$ cat src/rtl/stack_sequencer.sv
// stack_sequencer: sequences 1..3 byte stack push/pull transfers and SP loads on page 0x01
// Ports:
//   clk, reset (async, active-low)
//   req_valid/req_op/req_len/push_data/load_val : request, accepted only while ready
//   sp, mem_rdata : current stack pointer (pre-incremented while sp_sel=01), read data one cycle after mem_re
//   sp_sel/sp_load/sp_d : stack pointer controls (00 hold, 01 inc, 10 dec)
//   mem_addr/mem_we/mem_re/mem_wdata : memory bus, address {8'h01, sp} during transfers
//   ready/done/pull_data/ovf/unf : status, reassembled pull word and guard flags
// Optional: define STACK_SEQ_GUARD_EN to suppress pushes at sp=00 (sets ovf) and pulls
// from an empty stack at sp=FF (sets unf); otherwise ovf/unf are tied 0.
module stack_sequencer (
  input  logic        clk,
  input  logic        reset,
  input  logic        req_valid,
  input  logic [1:0]  req_op,
  input  logic [1:0]  req_len,
  input  logic [23:0] push_data,
  input  logic [7:0]  load_val,
  input  logic [7:0]  sp,
  input  logic [7:0]  mem_rdata,
  output logic [1:0]  sp_sel,
  output logic        sp_load,
  output logic [7:0]  sp_d,
  output logic [15:0] mem_addr,
  output logic        mem_we,
  output logic        mem_re,
  output logic [7:0]  mem_wdata,
  output logic        ready,
  output logic        done,
  output logic [23:0] pull_data,
  output logic        ovf,
  output logic        unf
);
  typedef enum logic [2:0] {IDLE, PUSH, PULL, WAIT, LOAD, DONE} state_t;
  state_t state, state_nx;
  logic [1:0] len_q, idx, pos, rd_idx;
  logic [23:0] data_q;
  logic [7:0] load_q;
  logic accept, last, push_blk, pull_blk, rd_pend, rd_zero;
  assign accept = state == IDLE && req_valid;
  assign last = idx == len_q - 2'd1;
  // bytes leave highest-first, so the byte slot counts down from len-1
  assign pos = len_q - 2'd1 - idx;
`ifdef STACK_SEQ_GUARD_EN
  // sp_q tracks the pointer register itself: during pulls the sp input is already
  // pre-incremented, so the value sampled at the last edge is the current register
  logic [7:0] sp_q;
  logic ovf_q, unf_q;
  assign push_blk = state == PUSH && sp == 8'h00;
  assign pull_blk = state == PULL && sp_q == 8'hFF;
  assign ovf = ovf_q;
  assign unf = unf_q;
  always_ff @(posedge clk or negedge reset)
    if (!reset) begin
      sp_q <= 8'h00;
      ovf_q <= 1'b0;
      unf_q <= 1'b0;
    end else begin
      sp_q <= sp;
      ovf_q <= accept ? 1'b0 : ovf_q | push_blk;
      unf_q <= accept ? 1'b0 : unf_q | pull_blk;
    end
`else
  assign push_blk = 1'b0;
  assign pull_blk = 1'b0;
  assign ovf = 1'b0;
  assign unf = 1'b0;
`endif
  always_comb begin
    state_nx = state;
    case (state)
      IDLE: if (req_valid) state_nx = (req_len == 2'd0 || req_op == 2'b11) ? DONE :
                                      req_op == 2'b00 ? PUSH : req_op == 2'b01 ? PULL : LOAD;
      PUSH: if (last) state_nx = DONE;
      PULL: if (last) state_nx = WAIT;
      WAIT: state_nx = DONE;
      LOAD: state_nx = DONE;
      DONE: state_nx = IDLE;
      default: state_nx = IDLE;
    endcase
  end
  assign ready = state == IDLE;
  assign done = state == DONE;
  assign mem_we = state == PUSH && !push_blk;
  assign mem_re = state == PULL && !pull_blk;
  assign mem_addr = (state == PUSH || state == PULL) ? {8'h01, sp} : 16'h0000;
  assign mem_wdata = state == PUSH ? 8'(data_q >> {pos, 3'b000}) : 8'h00;
  assign sp_sel = mem_we ? 2'b10 : mem_re ? 2'b01 : 2'b00;
  assign sp_load = state == LOAD;
  assign sp_d = sp_load ? load_q : 8'h00;
  // read data trails mem_re by one cycle; rd_* remember which slot it belongs to
  always_ff @(posedge clk or negedge reset)
    if (!reset) begin
      state <= IDLE;
      len_q <= 2'd0;
      idx <= 2'd0;
      data_q <= 24'h0;
      load_q <= 8'h00;
      rd_pend <= 1'b0;
      rd_zero <= 1'b0;
      rd_idx <= 2'd0;
      pull_data <= 24'h0;
    end else begin
      state <= state_nx;
      rd_pend <= state == PULL;
      rd_zero <= pull_blk;
      rd_idx <= idx;
      if (accept) begin
        len_q <= req_len;
        idx <= 2'd0;
        data_q <= push_data;
        load_q <= load_val;
        pull_data <= 24'h0;
      end else begin
        if (state == PUSH || state == PULL) idx <= idx + 2'd1;
        if (rd_pend) pull_data <= pull_data | (24'(rd_zero ? 8'h00 : mem_rdata) << {rd_idx, 3'b000});
      end
    end
endmodule

$ cat config.mk
export PLATFORM = sky130hd
export DESIGN_NAME = stack_sequencer
export DESIGN_NICKNAME = d
export VERILOG_FILES = /design/src/rtl/stack_sequencer.sv
export SDC_FILE = /design/constraint.sdc
export NUM_CORES = 1
export LEC_CHECK = 0
export BUFFER_PORTS_ARGS = -buffer_cell sky130_fd_sc_hd__buf_2
export CORE_ASPECT_RATIO = 1.75
export CORE_MARGIN = 2
export CORE_UTILIZATION = 45
export CTS_BUF_LIST = sky130_fd_sc_hd__clkbuf_2
export CTS_CLUSTER_SIZE = 14
export DETAILED_ROUTE_END_ITERATION = 10
export GPL_ROUTABILITY_DRIVEN = 0
export PLACE_DENSITY = 0.85
export SLEW_MARGIN = 10
export SYNTH_ARGS = -nofsm -noshare
export SYNTH_HDL_FRONTEND = slang
export SYNTH_SLANG_ARGS = --single-unit
$ cat constraint.sdc
create_clock -name clk -period 1.84 [get_ports clk]
set_input_delay 0.092 -clock clk [delete_from_list [all_inputs] [get_ports clk]]
set_output_delay 0.092 -clock clk [all_outputs]
set_load 0.01 [all_outputs]
# Yosys cells after proc, flatten, opt, wreduce, memory -nomap -nowiden
# Index checks and enable logic that the tools add are counted.
[classes]
order_cmp = 0
mul = 0
muxes = 16
bitwise = 1
add_sub_neg = 3
n_shift = 2
n_eq_ne = 11
n_div = 0
n_reduce_logical = 10
[op_table]
columns = ["cell", "count"]
rows = [
  ["24-bit 2-to-1 mux", 2],
  ["24-bit OR", 1],
  ["8-bit by 5-bit << shifter with 24-bit output", 1],
  ["24-bit by 5-bit >> shifter with 8-bit output", 1],
  ["3-bit 2-to-1 mux", 6],
  ["8-bit 2-to-1 mux", 2],
  ["3-bit one-hot mux with 4 select lines", 1],
  ["9-bit 2-to-1 mux", 1],
  ["3-bit by 2-bit == test with 1-bit output (second input constant)", 2],
  ["3-bit == test (second input constant)", 2],
  ["2-bit 2-to-1 mux", 3],
  ["2-bit logical NOT", 2],
  ["2-bit by 1-bit inequality test with 1-bit output (second input constant)", 2],
  ["2-bit nonzero test", 2],
  ["3-bit by 1-bit == test with 1-bit output (second input constant)", 1],
  ["3-bit logical NOT", 1],
  ["3-bit AND reduction", 1],
  ["2-bit by 1-bit adder with 2-bit output (second input constant)", 1],
  ["2-bit by 1-bit == test with 1-bit output (second input constant)", 1],
  ["2-bit == test", 1],
  ["2-bit == test (second input constant)", 1],
  ["1-bit logical OR", 2],
  ["2-bit inequality test (second input constant)", 1],
  ["2-bit OR reduction", 1],
  ["4 further kinds", 4],
]
[word_totals]
mem_bits_ro = 0
mem_count = 0
latch_bits = 0
reg_bits = 66
out_inout_bits = 65
ramBits = 0
elab_cells = 51

# Depth between registers and ports, before layout
[depth]
depth_word = 6
ltp_mapped = 6

# Worst setup path before layout
# No wires, ideal clock.
[synth_timing]
path_type = "reg2out"
from = "register len_q[0]"
to = "output port mem_wdata[6]"
required_ps = 1748
arrival_ps = 1610
path_stages_with_launch = 7
slack_ps = 138
cell_sequence = "dfrtp_1 -> ha_1 -> xnor2_2 -> xor2_2 -> buf_6 -> nand3_2 -> a31oi_1"
[synth_between]
elab_chain_cells = 4
[synth_lines]
columns = ["element", "line_no", "text"]
rows = [
  ["start: declaration", "36", "logic [1:0] len_q, idx, pos, rd_idx;"],
  ["start signal: assignment", "109", "len_q <= req_len;"],
  ["2-bit by 1-bit subtractor with 2-bit output", "43", "assign pos = len_q - 2'd1 - idx;"],
  ["2-bit subtractor", "43", ""],
  ["24-bit by 5-bit >> shifter with 8-bit output", "87", "assign mem_wdata = state == PUSH ? 8'(data_q >> {pos, 3'b000}) : 8'h00;"],
  ["8-bit 2-to-1 mux", "87", ""],
  ["end: declaration", "27", "output logic [7:0] mem_wdata,"],
]
# No other way between the ends.

# Worst setup path after layout
[layout_timing]
from = "register idx[0]"
to = "output port mem_wdata[1]"
[layout_between]
elab_chain_cells = 3
[layout_lines]
columns = ["element", "line_no", "text"]
rows = [
  ["start: declaration", "36", ""],
  ["start signal: assignment", "115", "if (state == PUSH || state == PULL) idx <= idx + 2'd1;"],
  ["2-bit subtractor", "43", ""],
  ["24-bit by 5-bit >> shifter with 8-bit output", "87", ""],
  ["8-bit 2-to-1 mux", "87", ""],
]
# No other way between the ends.

==> impl_metrics.csv <==
group,metric,value,unit
sta,tightest_slew,0.572,ns
clocking,worstSkewPairLatency,0.51,ns
clocking,cts_made_buffers,9,
clocking,cts_sinks,66,
logic_synthesis,yosysUniqueCellTypes,33,
drt,route.met2.wl,5080,microns
sta,slew_headroom,61.9,%
drt,wl_met3,472,microns
floorplan,coreArea,6540,sq um
worst_setup_path,crit_arrival,2.24,ns
drt,drtIter0Drc,130,
drt,drc,0,
sta,final.setup.worst_slack,-0.491,ns
final_layout,num_antenna_cells,0,
global_route,grt_pass1_vias,2751,
placement,dp.cells,447,
sta,final.setup.tns,-3.70,ns
final_layout,seqCellArea,1660,sq um
clocking,root_buffer,"clkbuf_2",
global_route,grt_pass1_wl,13100,microns
final_layout,fill_cells,472,
floorplan,dieArea,7420,sq um
floorplan,rows,39,
sta,setup_violations,8,
worst_setup_path,slowest_stage,"dfrtp_1",
clocking,htreeDepth,3,
floorplan,ios,120,
drt,met1Wirelength,3190,microns
drt,highest_layer,"met4",
worst_setup_path,setup.worst_path.class,"reg2out",
worst_setup_path,worstReg2RegStart,"state[1]$_DFFE_PN0P_",
drt,num_vias,2706,
status,status,"finished, violations left",
drt,routed_wl,8900,microns
final_layout,final_cells,525,
global_route,antenna_found_initial,0,
global_route,grt-ovfl-total,0,
worst_setup_path,required,1.75,ns
sta,post-route-period-util,127,%
pwr,finalPower,7.73,mW
final_layout,layout-drive-gt1-share,49.4,%
logic_synthesis,syn_area,3020,sq um
worst_setup_path,worstPathCellList,"ha_4 -> xnor2_4 -> xor2_2 -> buf_4 -> nand3_2 -> a31oi_1 -> buf_2",
sta,hold_violations,0,
logic_synthesis,ys_seq_area_share,54.6,%
worst_hold_path,hold_path.class,"in2async",
logic_synthesis,synth-edff-count,0,
final_layout,syn_to_final_growth,52.7,%
pwr,cellPowerDensity,1670,nW/um^2
logic_synthesis,ys.flop_type,"dfrtp_1",
logic_synthesis,avgSynthCellArea,11.6,sq um
clocking,cts_max_path_buffers,2,
placement,pre_cts_ws,-0.132,ns
sta,maxSlewViolCount,0,
placement,io_buffers,110,
status,violations,"setup timing",
worst_setup_path,crit_fanout,8,
logic_synthesis,async_flop_share,100,%
clocking,clk_pin_slew,0.18,ns
sta,post-route-min-period,2.33,ns
pwr,leakage,2.28,nW
global_route,grt_max_degree,45,
pwr,vdd_drop_max,1.52,mV
logic_synthesis,synthCells,261,
drt,dr.pass1.iters,4,
worst_setup_path,reg2reg_to,"len_q[0]$_DFFE_PN0P_",
sta,skew,0.0407,ns
logic_synthesis,ys_warn_count,0,
drt,route.detailed.wl_per_inst,17.0,microns
flow_run,drv_cap,0,
sta,fmax,429,MHz
drt,viasPerCell,5.15,
worst_setup_path,timing.critical_path.from_type,"register",
worst_setup_path,crit_path_end_kind,"output port",
placement,hpwlAfterDp,5190,microns
floorplan,start_util,46.2,%
floorplan,fp.dieH,112,microns
worst_setup_path,rr_worst_depth,4,
final_layout,nets,495,
logic_synthesis,ys_ff_latch,66,
worst_setup_path,crit_path_max_incr_delay,0.46,ns
global_route,track_usage,23.4,%
worst_setup_path,ff2ff_setup_slack,0.07,ns
floorplan,dieWidth,66.0,microns
drt,detail-route-antenna-nets,0,
sta,rsz0062_at_grt,"true",
final_layout,multiInputGateArea,1420,sq um
clocking,cts_tree,"built",
sta,whs,0.0983,ns
[area by class of cell]
cell class	instances	area share, %
multi-input combinational	179	30.7
inverter	1	0.0813
tap	82	2.22
clock buffer	11	1.19
sequential	66	35.8
timing repair buffer	182	29.0
clock inverter	4	0.948
[critical path: cells and delay by family (launching register included)]
kind	cells	cell delay [ns]
flip-flops	1	0.46
AND/OR/NAND/NOR	1	0.09
buffers and inverters	2	0.39
XOR/XNOR	2	0.40
AO/OA/AOI/OAI	1	0.21
adder cells (fa/ha/maj)	1	0.19
[power by group]
| group | switching, mW | internal [mW] |
|---|---|---|
| clock network | 0.501 | 0.310 |
| registers | 0.414 | 1.95 |
| logic | 2.17 | 2.38 |
| total | 3.09 | 4.64 |
[per-stage QoR]
stage / cell area (sq um) / utilization (%)
CTS: 4400 / 67.3
floorplan: 3050 / -
detailed placement: 3670 / 56.1
global route: 4620 / 70.6
global placement: 3670 / 56.1
finish: 4620 / 70.6
[logic make-up after synthesis]
family                     synth area share (%)
DFF                                        54.6
adders and majority gates                 0.414
other                                     0.124
xor gates and xnor gates                   3.35
AOI/OAI and AO/OA                          6.83
buffers and inverters                      5.67
muxes                                      12.7
and+or+nand+nor                            16.3
[sequential cells by signal (all words and copies together) (netlist names)]
register,cells
rd_idx,2
load_q,8
state,3
data_q,24
len_q,2
rd_pend,1
pull_data,24
idx,2
[Yosys cell counts (all sizes together), types with 2 or more instances]
master   n  area share, %
a21oi   25            4.1
a31oi    9            1.9
and2    17            3.5
and3b    3           0.87
buf     21            4.7
clkbuf   5           0.87
dfrtp   66             55
mux2    34             13
nand3   16            3.0
nand3b   8            2.0
nand4b   2           0.58
nor2    30            3.8
nor3     2           0.33
nor3b    4           0.99
o21ai    2           0.33
xnor2    8            2.8
[metal layers]
| metal | global-route usage (%) | vias to the layer above |
|---|---|---|
| met5 | 0 | - |
| met4 | 10.6 | 0 |
| met3 | 4.91 | 15 |
| met2 | 43.3 | 113 |
| met1 | 24.5 | 1334 |
| li1 | - | 1244 |
[worst max path at each step]
stage	start	end	slack (ns)	cells past startpoint
floorplan	len_q[0]$_DFFE_PN0P_	mem_wdata[6]	0.14	6
global placement	len_q[0]$_DFFE_PN0P_	mem_wdata[7]	0.02	6
detailed placement	len_q[0]$_DFFE_PN0P_	mem_wdata[1]	-0.13	6
CTS	idx[0]$_DFFE_PN0P_	mem_wdata[1]	-0.48	8
global route	idx[0]$_DFFE_PN0P_	mem_wdata[1]	-0.61	7
finish	idx[0]$_DFFE_PN0P_	mem_wdata[1]	-0.49	7
[layout by cell type (no fill, tap or decap), types with 11 or more instances in the layout]
| master | count |
|---|---|
| a21oi_1 | 25 |
| and2_4 | 12 |
| buf_2 | 100 |
| buf_4 | 18 |
| buf_6 | 14 |
| clkbuf_2 | 11 |
| dfrtp_1 | 63 |
| dlygate4sd3_1 | 46 |
| mux2_2 | 32 |
| nor2_1 | 28 |
[repair_timing]
item / in CTS / in global routing
setup endpoints to repair: 27 / 28
hold endpoints to repair: 107 / 0
hold buffers: 46 / 0
setup buffers: 7 / 8
gates resized for setup: 18 / 35
pin swaps: 7 / 34
cloned: 3 / 1
No activity file was read; power rests on OpenSTA's default activity.
